--- src/rtl/layer3_spike_accumulator.sv ---
`default_nettype none
// ============================================================================
//  Module   : layer3_spike_accumulator
//  Brief    : Output-layer event integrator with saturating membranes and
//             end-of-timestep argmax readout.
//  Revision : 1.0  initial release
// ============================================================================
module layer3_spike_accumulator #(
  parameter int BIT_WIDTH_WEIGHT   = 8,
  parameter int BIT_WIDTH_SRAM     = 8,
  parameter int DEPTH_SRAM         = 200,
  parameter int BIT_WIDTH_ADDRESS  = 8,
  parameter int SET_NUM            = 10,
  parameter int BIT_WIDTH_MEMBRANE = 16,
  parameter int BIT_WIDTH_CLASS    = 4
) (
  input  logic                                  clk,
  input  logic                                  reset_n,
  input  logic                                  spike_valid_i,
  input  logic [BIT_WIDTH_ADDRESS-1:0]          spike_index_i,
  output logic                                  spike_ready_o,
  input  logic                                  timestep_end_i,
  output logic [BIT_WIDTH_ADDRESS*SET_NUM-1:0]  port1_address_o,
  output logic [SET_NUM-1:0]                    port1_enable_o,
  output logic [SET_NUM-1:0]                    port1_write_enable_o,
  output logic [BIT_WIDTH_SRAM*SET_NUM-1:0]     port1_write_data_o,
  input  logic [BIT_WIDTH_SRAM*SET_NUM-1:0]     port1_read_data_i,
  output logic [BIT_WIDTH_MEMBRANE*SET_NUM-1:0] membrane_o,
  output logic                                  result_valid_o,
  output logic [BIT_WIDTH_CLASS-1:0]            result_class_o,
  output logic [BIT_WIDTH_MEMBRANE-1:0]         result_max_o,
  output logic                                  busy_o,
  output logic                                  addr_err_o
);

  typedef enum logic [1:0] {
    ST_ACCUM = 2'd0,
    ST_DRAIN = 2'd1,
    ST_SCAN  = 2'd2,
    ST_DONE  = 2'd3
  } state_t;

  localparam int c_sum_w = BIT_WIDTH_MEMBRANE + 1;
  localparam logic [BIT_WIDTH_ADDRESS:0] c_depth =
    (BIT_WIDTH_ADDRESS + 1)'(DEPTH_SRAM);
  localparam logic [BIT_WIDTH_CLASS-1:0] c_last_idx =
    BIT_WIDTH_CLASS'(SET_NUM - 1);
  localparam logic signed [BIT_WIDTH_MEMBRANE-1:0] c_mem_max =
    {1'b0, {(BIT_WIDTH_MEMBRANE - 1){1'b1}}};
  localparam logic signed [BIT_WIDTH_MEMBRANE-1:0] c_mem_min =
    {1'b1, {(BIT_WIDTH_MEMBRANE - 1){1'b0}}};

  state_t                                r_state;
  state_t                                w_next_state;
  logic                                  r_rd_pending;
  logic                                  r_addr_err;
  logic signed [BIT_WIDTH_MEMBRANE-1:0]  r_membrane [SET_NUM];
  logic signed [BIT_WIDTH_MEMBRANE-1:0]  w_acc      [SET_NUM];
  logic [BIT_WIDTH_CLASS-1:0]            r_scan_idx;
  logic signed [BIT_WIDTH_MEMBRANE-1:0]  r_best;
  logic [BIT_WIDTH_CLASS-1:0]            r_best_idx;
  logic [BIT_WIDTH_CLASS-1:0]            r_result_class;
  logic signed [BIT_WIDTH_MEMBRANE-1:0]  r_result_max;

  logic                                  w_accept;
  logic                                  w_in_range;
  logic                                  w_read;
  logic signed [BIT_WIDTH_MEMBRANE-1:0]  w_scan_val;
  logic                                  w_take;
  logic signed [BIT_WIDTH_MEMBRANE-1:0]  w_best_val;
  logic [BIT_WIDTH_CLASS-1:0]            w_best_idx;

  assign w_accept   = spike_valid_i && (r_state == ST_ACCUM);
  assign w_in_range = ({1'b0, spike_index_i} < c_depth);
  assign w_read     = w_accept && w_in_range;

  // Index 0 seeds the running best; afterwards only a strictly larger value wins.
  assign w_scan_val = r_membrane[r_scan_idx];
  assign w_take     = (r_scan_idx == '0) || (w_scan_val > r_best);
  assign w_best_val = w_take ? w_scan_val : r_best;
  assign w_best_idx = w_take ? r_scan_idx : r_best_idx;

  always_comb begin
    w_next_state = r_state;
    case (r_state)
      ST_ACCUM: if (timestep_end_i) w_next_state = ST_DRAIN;
      ST_DRAIN: w_next_state = ST_SCAN;
      ST_SCAN:  if (r_scan_idx == c_last_idx) w_next_state = ST_DONE;
      ST_DONE:  w_next_state = ST_ACCUM;
      default:  w_next_state = ST_ACCUM;
    endcase
  end

  always_ff @(posedge clk or negedge reset_n) begin
    if (!reset_n) begin
      r_state        <= ST_ACCUM;
      r_rd_pending   <= 1'b0;
      r_addr_err     <= 1'b0;
      r_scan_idx     <= '0;
      r_best         <= '0;
      r_best_idx     <= '0;
      r_result_class <= '0;
      r_result_max   <= '0;
      for (int k = 0; k < SET_NUM; k++) r_membrane[k] <= '0;
    end else begin
      r_state      <= w_next_state;
      r_rd_pending <= w_read;
      if (w_accept && !w_in_range) r_addr_err <= 1'b1;

      case (r_state)
        ST_DRAIN: r_scan_idx <= '0;
        ST_SCAN: begin
          r_scan_idx <= r_scan_idx + 1'b1;
          r_best     <= w_best_val;
          r_best_idx <= w_best_idx;
          if (r_scan_idx == c_last_idx) begin
            r_result_class <= w_best_idx;
            r_result_max   <= w_best_val;
          end
        end
        default: ;
      endcase

      // No read can be pending in DONE, so clearing never loses an update.
      for (int k = 0; k < SET_NUM; k++) begin
        if (r_state == ST_DONE)  r_membrane[k] <= '0;
        else if (r_rd_pending)   r_membrane[k] <= w_acc[k];
      end
    end
  end

  for (genvar k = 0; k < SET_NUM; k++) begin : g_lane
    logic signed [BIT_WIDTH_WEIGHT-1:0] w_weight;
    logic signed [c_sum_w-1:0]          w_sum;

    assign w_weight = port1_read_data_i[k*BIT_WIDTH_SRAM +: BIT_WIDTH_WEIGHT];
    assign w_sum    = c_sum_w'(r_membrane[k]) + c_sum_w'(w_weight);
    assign w_acc[k] = (w_sum[c_sum_w-1] != w_sum[c_sum_w-2])
                      ? (w_sum[c_sum_w-1] ? c_mem_min : c_mem_max)
                      : w_sum[BIT_WIDTH_MEMBRANE-1:0];

    assign membrane_o[k*BIT_WIDTH_MEMBRANE +: BIT_WIDTH_MEMBRANE]     = r_membrane[k];
    assign port1_address_o[k*BIT_WIDTH_ADDRESS +: BIT_WIDTH_ADDRESS] = spike_index_i;
  end

  assign port1_enable_o       = {SET_NUM{w_read}};
  assign port1_write_enable_o = '0;
  assign port1_write_data_o   = '0;

  assign spike_ready_o  = (r_state == ST_ACCUM);
  assign busy_o         = (r_state != ST_ACCUM);
  assign result_valid_o = (r_state == ST_DONE);
  assign result_class_o = r_result_class;
  assign result_max_o   = r_result_max;
  assign addr_err_o     = r_addr_err;

endmodule
`default_nettype wire

--- config.mk ---
export PLATFORM = sky130hd
export DESIGN_NAME = layer3_spike_accumulator
export DESIGN_NICKNAME = d
export VERILOG_FILES = /design/src/rtl/layer3_spike_accumulator.sv
export SDC_FILE = /design/constraint.sdc
export NUM_CORES = 1
export LEC_CHECK = 0
export BUFFER_PORTS_ARGS = -buffer_cell sky130_fd_sc_hd__buf_4
export CAP_MARGIN = 20
export CELL_PAD_IN_SITES_DETAIL_PLACEMENT = 1
export CELL_PAD_IN_SITES_GLOBAL_PLACEMENT = 2
export CORE_UTILIZATION = 35
export DETAILED_ROUTE_END_ITERATION = 6
export HOLD_SLACK_MARGIN = 0.1
export PLACE_DENSITY_LB_ADDON = 0.1
export SLEW_MARGIN = 20
export SYNTH_ARGS = -nofsm -noshare
export SYNTH_HDL_FRONTEND = slang
export SYNTH_SLANG_ARGS = --single-unit
--- constraint.sdc ---
create_clock -name clk -period 7.9 [get_ports clk]
set_clock_uncertainty 0.1 [all_clocks]
set_input_delay 1.58 -clock clk [delete_from_list [all_inputs] [get_ports clk]]
set_output_delay 1.58 -clock clk [all_outputs]
set_load 0.02 [all_outputs]
==> flow_summary.yaml <==
clock_network:
  cts.repair_timing.setup_buffer_count: 0
  post_cts.resized_instances: 0
  cts_made_buffers: 28
  cts.sink_count: 208
  clk_pin_slew_ns: 0.06
  ctsHtreeMaxLevel: 1
  tritoncts: "yes"
  cts_stage_hold_buffer_count: 0
  cts-root-to-sink-buffers: 3
  clock_insertion_delay_worst_skew_ns: 0.57
  clock_root_buffer: "clkbuf_16"
place:
  place.port_buffers: 332
  place_hpwl_mm: 59.00
  globalplace.congestion: 0.9017
  place_ws_ns: 2.533
sta:
  period_minus_slack_ns: 5.306
  timing_max_transition_violations_final: 0
  slew-limit-headroom_pct: 32.54
  final_critical_path_setup_slack_ns: 2.594
  period_share_pct: 67.17
  tightestPinTransition_ns: 1.006
  timing.final.hold_violations: 0
  max_freq_mhz: 188.5
  finalSetupViolations: 0
  fin_tns_setup_ns: 0
  setup_repair_after_global_routing_missed_its_margin: "false"
final_layout:
  layout.cells.most_common: "buf_4"
  layout.cells.most_common_list: "buf_4 (346), dfrtp_1 (206), nand2_1 (205)"
  multi_input_area_sq_mm: 0.01261
  drive_above_1_share_pct: 19.57
  final_core_density_pct: 41.24
  final.fill_count: 6536
  flow.area_growth_from_synthesis_pct: 16.53
  ff_latch_area_sq_mm: 0.005210
  fin_nets: 2757
synthesis:
  seq_area_frac_synth_pct: 26.70
  netlist_top_cells_area: "dfrtp_1 (27%), ha_1 (12%), buf_4 (7.1%)"
  syn_inst: 2278
  synth_largest_area_cell: "dfrtp_1"
  synth_cell_type_count: 84
  share_of_flip_flops_with_an_asynchronous_set_or_reset_after_synthesis_pct: 100.0
  ys_seq_elements: 208
  synth_enable_flop_cells: 0
  synthDominantCellAreaShare_pct: 26.70
  syn_avg_cell_area_sq_um: 8.559
  yosys_warnings: 0
  ys_flop_type: "dfrtp_1"
  mappedNetlistArea_sq_mm: 0.01950
die:
  floorplan.initialDensity_pct: 35.39
  core_sq_mm: 0.05509
  die_width_um: 238.0
  core.rowCount: 86
  ioPinCount: 456
  overall_die_area_sq_mm: 0.05666
  die_height_um: 238.0
route:
  post_drt_via_cell_ratio: 5.547
  ant_nets: 0
  initial_detailed_routing_violation_count: 876
  avgRoutedWirePerCell_um: 23.18
  vias: 17990
  drt_first_pass_iters: 7
  routed_wirelength_mm: 75.18
  drc_errors: 0
power_and_ir_drop:
  power.ir.vdd_worst_mv: 0.2045
  p_leak_nw: 10.61
  cellPowerDensity_mw_per_mm2: 472.8
hold_path:
  holdCritPathClass: "reg2reg"
  min_to: "result_max_o[7]$_DFFE_PN0P_"
  timing.hold.worst.start: "result_max_o[7]$_DFFE_PN0P_"
  hold-path-cell-count: 2
critical_path:
  timing.critical_path.cells: "buf_4, mux4_2, nand2_1, o21ai_0, ha_1, nand4_1, or2_1, or3_1, a311o_1, nor2_2, buf_4, mux2i_1, o21ai_0"
  critical_path.max_stage_delay_ns: 0.91
  worstReg2RegStart: "r_scan_idx[0]$_DFFE_PN0P_"
  crit_path_start_kind: "flop"
  critPathSlowestCell: "dfrtp_2"
  timing.critical_path.required_ns: 8.21
  timing.setup.critical_path_class: "reg2reg"
  cp_top_family: "simple AND/OR/NAND/NOR gates"
  cp_num_buf_inv: 2
  cp.arrival_ns: 5.62
  worst-path-max-fanout: 28
  critical_path.endpoint_type: "flop"
  r2r_end: "result_max_o[3]$_DFFE_PN0P_"
  r2r_setup_slack_ns: 2.59
  reg2reg_depth: 13
global_route:
  number_of_antenna_violations_at_the_first_check_in_global_routing: 2
  grt_overflow_total: 0
  grt_max_degree: 112
  grt_first_pass_wirelength_mm: 114.1
  vias_in_the_first_global_route: 18520
  grt_use_total_pct: 26.05
outcome:
  status: "completed"
flow_run:
  max-cap-violations: 0
## kinds of logic (layout without fill, tap and decap cells)
group / after synthesis / after routing / share of synthesized area, %
flip-flops: 208 / 208 / 26.70
AND/OR/NAND/NOR: 642 / 642 / 14.89
XOR/XNOR: 113 / 113 / 5.076
AO/OA/AOI/OAI: 671 / 671 / 23.15
multiplexers: 78 / 78 / 6.180
adder cells (fa/ha/maj): 205 / 205 / 13.38
buffers and inverters: 360 / 487 / 10.60
other: 1 / 91 / 0.01923
## how the worst max path moves through the flow
stage | start | to | slack (ns) | cells past startpoint
after global routing | r_scan_idx[0]$_DFFE_PN0P_ | result_max_o[0]$_DFFE_PN0P_ | 2.24 | 13
final | r_scan_idx[0]$_DFFE_PN0P_ | result_max_o[3]$_DFFE_PN0P_ | 2.59 | 13
after floorplan | spike_index_i[5] | port1_enable_o[0] | 3.57 | 3
after global placement | r_scan_idx[0]$_DFFE_PN0P_ | result_max_o[1]$_DFFE_PN0P_ | 2.66 | 13
after detailed placement | r_scan_idx[0]$_DFFE_PN0P_ | result_max_o[0]$_DFFE_PN0P_ | 2.53 | 13
after CTS | r_scan_idx[0]$_DFFE_PN0P_ | result_max_o[0]$_DFFE_PN0P_ | 2.50 | 13
## layer usage
layer / GRT usage (%) / part of all wire (%) / wire length [um] / vias up
li1: - / - / - / 8440
met1: 34.94 / 45 / 33940 / 9019
met2: 44.59 / 48 / 36360 / 430
met3: 2.499 / 3.9 / 2911 / 98
met4: 7.032 / 2.6 / 1959 / 2
met5: 0 / 0.012 / 9 / -
## through the flow
step / std cells / hold WS, ns / instance area (sq um) / power, mW
after global placement: 3190 / 0.3671 / 21690 / 9.218
after detailed placement: 3190 / 0.3813 / 21690 / 9.361
after CTS: 3241 / 0.3941 / 22690 / 10.80
final: 3243 / 0.3873 / 22720 / 10.74
after floorplan: 2367 / 0.3496 / 19830 / 6.905
after global routing: 3243 / 0.4154 / 22720 / 11.58
## where the power goes
group / switching (mW) / internal, mW / total, mW / leakage (nW)
Clock: 0.512 / 0.864 / 1.38 / 0.487
Combinational: 4.13 / 2.86 / 6.99 / 7.48
Sequential: 0.884 / 1.50 / 2.38 / 2.64
## state kept, by name, indices dropped and copies added (netlist names)
name,flops
membrane_o,160
r_best,16
result_max_o,16
r_best_idx,4
r_scan_idx,4
result_class_o,4
r_state,2
addr_err_o,1
r_rd_pending,1
## worst reg2reg max path: stages (launching register included)
cell	delay, ns
dfrtp_2	0.91
buf_4	0.54
mux4_2	0.57
nand2_1	0.07
o21ai_0	0.15
ha_1	0.42
nand4_1	0.16
or2_1	0.28
or3_1	0.42
a311o_1	0.38
nor2_2	0.45
buf_4	0.37
mux2i_1	0.24
o21ai_0	0.09
## cells in the mapped netlist, drive strengths merged (40+ instances only)
cell type,count
dfrtp,208
nand2,205
buf,204
nor2,193
ha,182
o21ai,157
a21oi,138
inv,87
nand3,79
xnor2,78
a211oi,76
clkbuf,68
a21o,49
nor3,41
nand2b,40
## layout make-up
cell class	instances	area share, %
multi-input combinational	1799	55.48
sequential	208	22.93
timing repair buffer	348	11.62
tap	748	4.119
clock buffer	42	3.717
inverter	88	1.454
clock inverter	9	0.6663
antenna	1	0.01101
(Power assumes the default switching activity.)
